<file path="config.mk">
export PLATFORM = sky130hd
export DESIGN_NAME = bf_phase_sequencer
export DESIGN_NICKNAME = d
export VERILOG_FILES = /design/src/rtl/bf_phase_sequencer.sv
export SDC_FILE = /design/constraint.sdc
export NUM_CORES = 1
export LEC_CHECK = 0
export CAP_MARGIN = 15
export CELL_PAD_IN_SITES_DETAIL_PLACEMENT = 2
export CELL_PAD_IN_SITES_GLOBAL_PLACEMENT = 2
export CORE_MARGIN = 2
export CORE_UTILIZATION = 29
export DETAILED_ROUTE_END_ITERATION = 10
export PLACE_DENSITY_LB_ADDON = 0.25
export SYNTH_ARGS = -nofsm -noshare
export SYNTH_HDL_FRONTEND = slang
export SYNTH_SLANG_ARGS = --single-unit
</file>
<file path="constraint.sdc">
create_clock -name clk -period 1.5 [get_ports clk]
set_input_delay 0.3 -clock clk [delete_from_list [all_inputs] [get_ports clk]]
set_output_delay 0.3 -clock clk [all_outputs]
set_load 0.01 [all_outputs]
</file>
<file path="src/rtl/bf_phase_sequencer.sv">
// Issuing-side sequencer for the Bellman-Ford AGU: phase pulses, flush steps,
// sweep counting and convergence / negative-cycle detection.
module bf_phase_sequencer #(
  parameter int NUM_COLUMNS = 16,
  parameter int PHASE_LEN   = 4,
  parameter int MAX_ITER    = 16,
  parameter int PW          = $clog2(PHASE_LEN),
  parameter int IW          = $clog2(MAX_ITER + 1)
) (
  input  logic          clk,
  input  logic          rst_global,
  input  logic          start,
  input  logic          abort,
  input  logic          iteration_done,
  input  logic          relax_update,
  output logic          read_enable_cu,
  output logic          write_enable_cu,
  output logic          pre_rollover_phase_counter,
  output logic          rollover_phase_counter,
  output logic [PW-1:0] phase_count,
  output logic [IW-1:0] iteration_count,
  output logic          busy,
  output logic          done,
  output logic          converged,
  output logic          neg_cycle
);

  localparam int FW = $clog2(NUM_COLUMNS + 1);

  typedef enum logic [1:0] {IDLE, RUN, FLUSH, DONE} state_t;

  state_t        state_q;
  logic [PW-1:0] phase_q;
  logic [IW-1:0] iter_q;
  logic [FW-1:0] flushCnt_q;
  logic          updFlag_q;
  logic          readAhead_q;
  logic          done_q;
  logic          converged_q;
  logic          negCycle_q;

  logic          inRun;
  logic          inFlush;
  logic          preRoll;
  logic          roll;
  logic          sweepEnd;
  logic          flushExit;
  logic          updFlag_d;
  logic          readAhead_d;
  logic [IW-1:0] iter_d;
  logic [PW-1:0] phase_d;

  assign inRun    = (state_q == RUN);
  assign inFlush  = (state_q == FLUSH);
  assign preRoll  = inRun && (phase_q == PW'(PHASE_LEN - 2));
  assign roll     = inRun && (phase_q == PW'(PHASE_LEN - 1));
  assign sweepEnd = roll && iteration_done;

  assign updFlag_d = updFlag_q | relax_update;
  assign iter_d    = iter_q + IW'(1);
  assign phase_d   = (phase_q == PW'(PHASE_LEN - 1)) ? '0 : phase_q + PW'(1);

  // Read address is one column ahead between the pre-rollover and rollover steps.
  assign readAhead_d = preRoll ? 1'b1 :
                       (roll || inFlush) ? 1'b0 : readAhead_q;

  // The write address reaches the last column within NUM_COLUMNS flush steps;
  // the counter only bounds FLUSH should iteration_done never arrive.
  assign flushExit = iteration_done || (flushCnt_q == FW'(NUM_COLUMNS - 1));

  always_ff @(posedge clk or posedge rst_global) begin
    if (rst_global) begin
      state_q     <= IDLE;
      phase_q     <= '0;
      iter_q      <= '0;
      flushCnt_q  <= '0;
      updFlag_q   <= 1'b0;
      readAhead_q <= 1'b0;
      done_q      <= 1'b0;
      converged_q <= 1'b0;
      negCycle_q  <= 1'b0;
    end else begin
      readAhead_q <= readAhead_d;
      case (state_q)
        IDLE, DONE: begin
          if (start) begin
            state_q     <= RUN;
            phase_q     <= '0;
            iter_q      <= '0;
            updFlag_q   <= 1'b0;
            readAhead_q <= 1'b0;
            done_q      <= 1'b0;
            converged_q <= 1'b0;
            negCycle_q  <= 1'b0;
          end
        end
        RUN: begin
          if (sweepEnd) begin
            iter_q    <= iter_d;
            phase_q   <= '0;
            updFlag_q <= 1'b0;
            if (abort) begin
              state_q <= IDLE;
            end else if (!updFlag_d) begin
              converged_q <= 1'b1;
              done_q      <= 1'b1;
              state_q     <= DONE;
            end else if (iter_d == IW'(MAX_ITER)) begin
              negCycle_q <= 1'b1;
              done_q     <= 1'b1;
              state_q    <= DONE;
            end
          end else if (abort) begin
            flushCnt_q <= '0;
            state_q    <= FLUSH;
          end else begin
            phase_q   <= phase_d;
            updFlag_q <= updFlag_d;
          end
        end
        FLUSH: begin
          flushCnt_q <= flushCnt_q + FW'(1);
          if (flushExit) begin
            state_q <= IDLE;
          end
        end
        default: state_q <= IDLE;
      endcase
    end
  end

  assign read_enable_cu             = inFlush && !readAhead_q && !iteration_done;
  assign write_enable_cu            = inFlush;
  assign pre_rollover_phase_counter = preRoll;
  assign rollover_phase_counter     = roll;
  assign phase_count                = phase_q;
  assign iteration_count            = iter_q;
  assign busy                       = inRun || inFlush;
  assign done                       = done_q;
  assign converged                  = converged_q;
  assign neg_cycle                  = negCycle_q;

endmodule
</file>
==> flow_summary_export.csv <==
group,metric,value,unit
timing,tightest_slew,0.584,ns
final_layout,nNetsFinal,211,
logic_synthesis,synthCells,121,
drt,post_drt_wl_per_cell,23.2,um
die,core_area,3970,um^2
logic_synthesis,ys_warn_count,0,
power_and_ir_drop,leakagePower,1.08,nW
timing,layout_min_cycle_time,1.73,ns
logic_synthesis,synth_top_area_cell,"dfrtp_1",
logic_synthesis,yosysSeqAreaShare,40.1,%
placed_design,dp_hpwl,2.72,mm
logic_synthesis,synth_compound_area_share,23.8,%
critical_path,critPathMaxFanout,2,
die,io_pins,21,
logic_synthesis,synthAdderAreaFrac,7.39,%
timing,relSlewSlack,60.7,%
global_routing,antenna_found_initial,0,
logic_synthesis,avgSynthCellArea,9.79,um^2
logic_synthesis,synthXorXnorAreaFrac,0,%
drt,drc,0,
logic_synthesis,syn-num-nets,134,
final_layout,area_delta_synth_final,84.3,%
logic_synthesis,synth_edf_count,0,
die,rows,23,
clock_tree,clkTransAtPathRegs,0.09,ns
final_layout,diodes,0,
clock_tree,tritoncts,"done",
timing,setup-violations-final,23,
clock_tree,postCtsHoldBufs,0,
critical_path,cp-start-kind,"flop",
critical_path,critPathCaptureType,"flop",
critical_path,critical_path.max_stage_delay,0.41,ns
die,die_area,4610,um^2
clock_tree,cts-htree-levels,1,
timing,fin_tns_setup,-3.20,ns
job,drv_cap,0,
global_routing,grt_pass1_vias,1383,
placed_design,placed_cell_area,1640,um^2
worst_hold_path,hold_class,"in -> async",
die,initial_utilization,29.8,%
logic_synthesis,ys_async_sr_fraction,100,%
drt,vias,1271,
final_layout,fin_util,55.0,%
global_routing,grt_usage,22.4,%
global_routing,grt_pass1_wl,7.37,mm
final_layout,design_area,2180,um^2
timing,skew,0.00886,ns
clock_tree,numCtsBuffers,3,
timing,fmaxAchievable,577,MHz
logic_synthesis,synth-simple-area-share,19.4,%
drt,via_per_inst,5.15,
timing,setup_ws,-0.234,ns
logic_synthesis,netlist.area_leader.share,40.1,%
global_routing,grt_max_degree,20,
global_routing,grt-ovfl-total,0,
critical_path,critPathTopFamily,"flip-flops",
die,fp.dieH,67.9,um
placed_design,dp_slack,-0.385,ns
critical_path,critPathKind,"reg -> reg",
placed_design,gp_congestion,0.752,
critical_path,arrival,1.92,ns
logic_synthesis,netlist_area,1180,um^2
power_and_ir_drop,ir_drop,0.649,mV
clock_tree,clockBufferDepth,2,
drt,drtAntennaViolNets,0,
power_and_ir_drop,power_density,1830,nW/um^2
run_status,violations,"negative setup slack",
timing,fin_hold_ws,0.366,ns
run_status,status,"finished, violations left",
logic_synthesis,synthTopCellsByArea,"dfrtp_1 (40%), ha_1 (7.4%), nand2_1 (4.4%)",
placed_design,port_buffers,20,
timing,final_hold_viol_count,0,
logic_synthesis,synth_ff_type,"dfrtp_1",
clock_tree,cts_sinks,19,
critical_path,crit_buf_inv,3,
logic_synthesis,synth-seq-cells,19,
timing,fin_crit_sh,116,%
drt,drtIter0Drc,56,
critical_path,worst_path_max_delay_cell,"dfrtp_1",
timing,rsz0062_at_grt,"true",
final_layout,layout-drive-gt1-share,59.4,%
critical_path,required,1.69,ns
timing,slew_viol_final,0,
clock_tree,clk_latency,0.26,ns
drt,drtPass1Iterations,4,
critical_path,worstPathCellList,"inv_2 > ha_4 > or2b_1 > buf_4 > buf_6 > o21ai_4 > o21bai_4 > mux2i_1",
clock_tree,clock-root-buffer,"clkbuf_8",
logic_synthesis,ys_types,43,
drt,routed_wl,5.74,mm
logic_synthesis,synthMuxAreaShare,3.48,%
logic_synthesis,synth_top_family_by_area,"compound AO/OA/AOI/OAI gates",
die,die_width,67.9,um
[Yosys cell counts, types with 2 or more instances]
cell     instances
dfrtp_1         19
nand2_1         14
nor2_1           9
inv_1            8
ha_1             7
a22o_1           6
a21oi_1          5
o21ai_0          5
a21o_1           3
mux2i_1          3
o31ai_1          3
and2_1           2
and3_1           2
buf_6            2
nand3_1          2
nand4_1          2
nor3_1           2
o21ai_1          2
[cells by family (layout without fill, tap and decap cells)]
group / Yosys count / in the layout
compound gates: 36 / 36
fa+ha+maj: 7 / 7
buf+inv: 13 / 89
flops: 19 / 19
mux: 4 / 4
simple gates: 42 / 42
[metrics by stage]
stage	total power [mW]	cells
detailed placement	2.32	216
global route	4.19	247
CTS	3.30	235
finish	3.99	247
global placement	2.24	216
floorplan	1.60	121
[path summary, 6_finish.rpt]
path                          startpoint            endpoint  slack [ns]  cells after the start
hold reg to reg            flushCnt_q[4]       flushCnt_q[4]        0.52                      2
hold / removal                rst_global          state_q[1]        0.37                      3
setup / recovery              state_q[0]          state_q[1]       -0.23                      8
min in group clk           flushCnt_q[4]       flushCnt_q[4]        0.52                      2
setup reg to reg              state_q[0]          state_q[1]       -0.23                      8
max in group asynchronous     rst_global  iteration_count[0]        0.88                      3
[where the power goes]
group,internal [mW],total [mW],switching [mW]
registers,0.630,0.725,0.0949
clock network,0.189,0.383,0.194
logic,1.47,2.88,1.41
[repair_timing]
| action | 4_1_cts | 5_1_grt |
|---|---|---|
| pin swaps | 16 | 19 |
| setup buffers | 15 | 14 |
| gates cloned | 0 | 0 |
| setup endpoints to repair | 29 | 25 |
| gates resized for setup | 62 | 45 |
[area by class of cell]
type                    count  area [um^2]
inverters                   9         38.8
repair buffers             76          684
multi-input cells          89          875
well taps                  50         62.6
fillers                   401         1790
clock buffers               4         45.0
flip-flops and latches     19          478
[cell usage in the layout, fill, tap and decap left out, drive strengths merged, types with 2 or more instances in the layout]
| cell type | instances |
|---|---|
| buf | 61 |
| mux2i | 3 |
| nand2 | 15 |
| and2 | 3 |
| inv | 9 |
| clkdlybuf4s50 | 9 |
| a22o | 6 |
| nor3 | 3 |
| ha | 7 |
| and3 | 2 |
| dfrtp | 19 |
| nand4 | 2 |
| a21oi | 6 |
| nor2 | 10 |
| a21o | 3 |
| nand3 | 2 |
| clkbuf | 5 |
| dlymetal6s2s | 4 |
| o21ai | 9 |
| nand2b | 2 |
| o31ai | 3 |
[worst reg2reg max path: cells and delay by family (launching register included)]
family	cells	cell delay (ns)
buf+inv	3	0.34
flops	1	0.41
simple gates	1	0.25
compound gates	2	0.32
mux	1	0.22
fa+ha+maj	1	0.13
[sequential cells by signal, summed over array words and instances, names as in the netlist]
name             flops
neg_cycle            1
flushCnt_q           5
state_q              2
updFlag_q            1
readAhead_q          1
iteration_count      5
converged            1
phase_count          2
done                 1
[routing by layer]
metal	track usage (%)	part of all wire, %	up-vias
met2	41.1	53	22
met5	0	0	-
li1	-	-	587
met4	6.50	1.8	0
met3	3.29	1.6	8
met1	26.8	44	654
(Power assumes the default switching activity.)
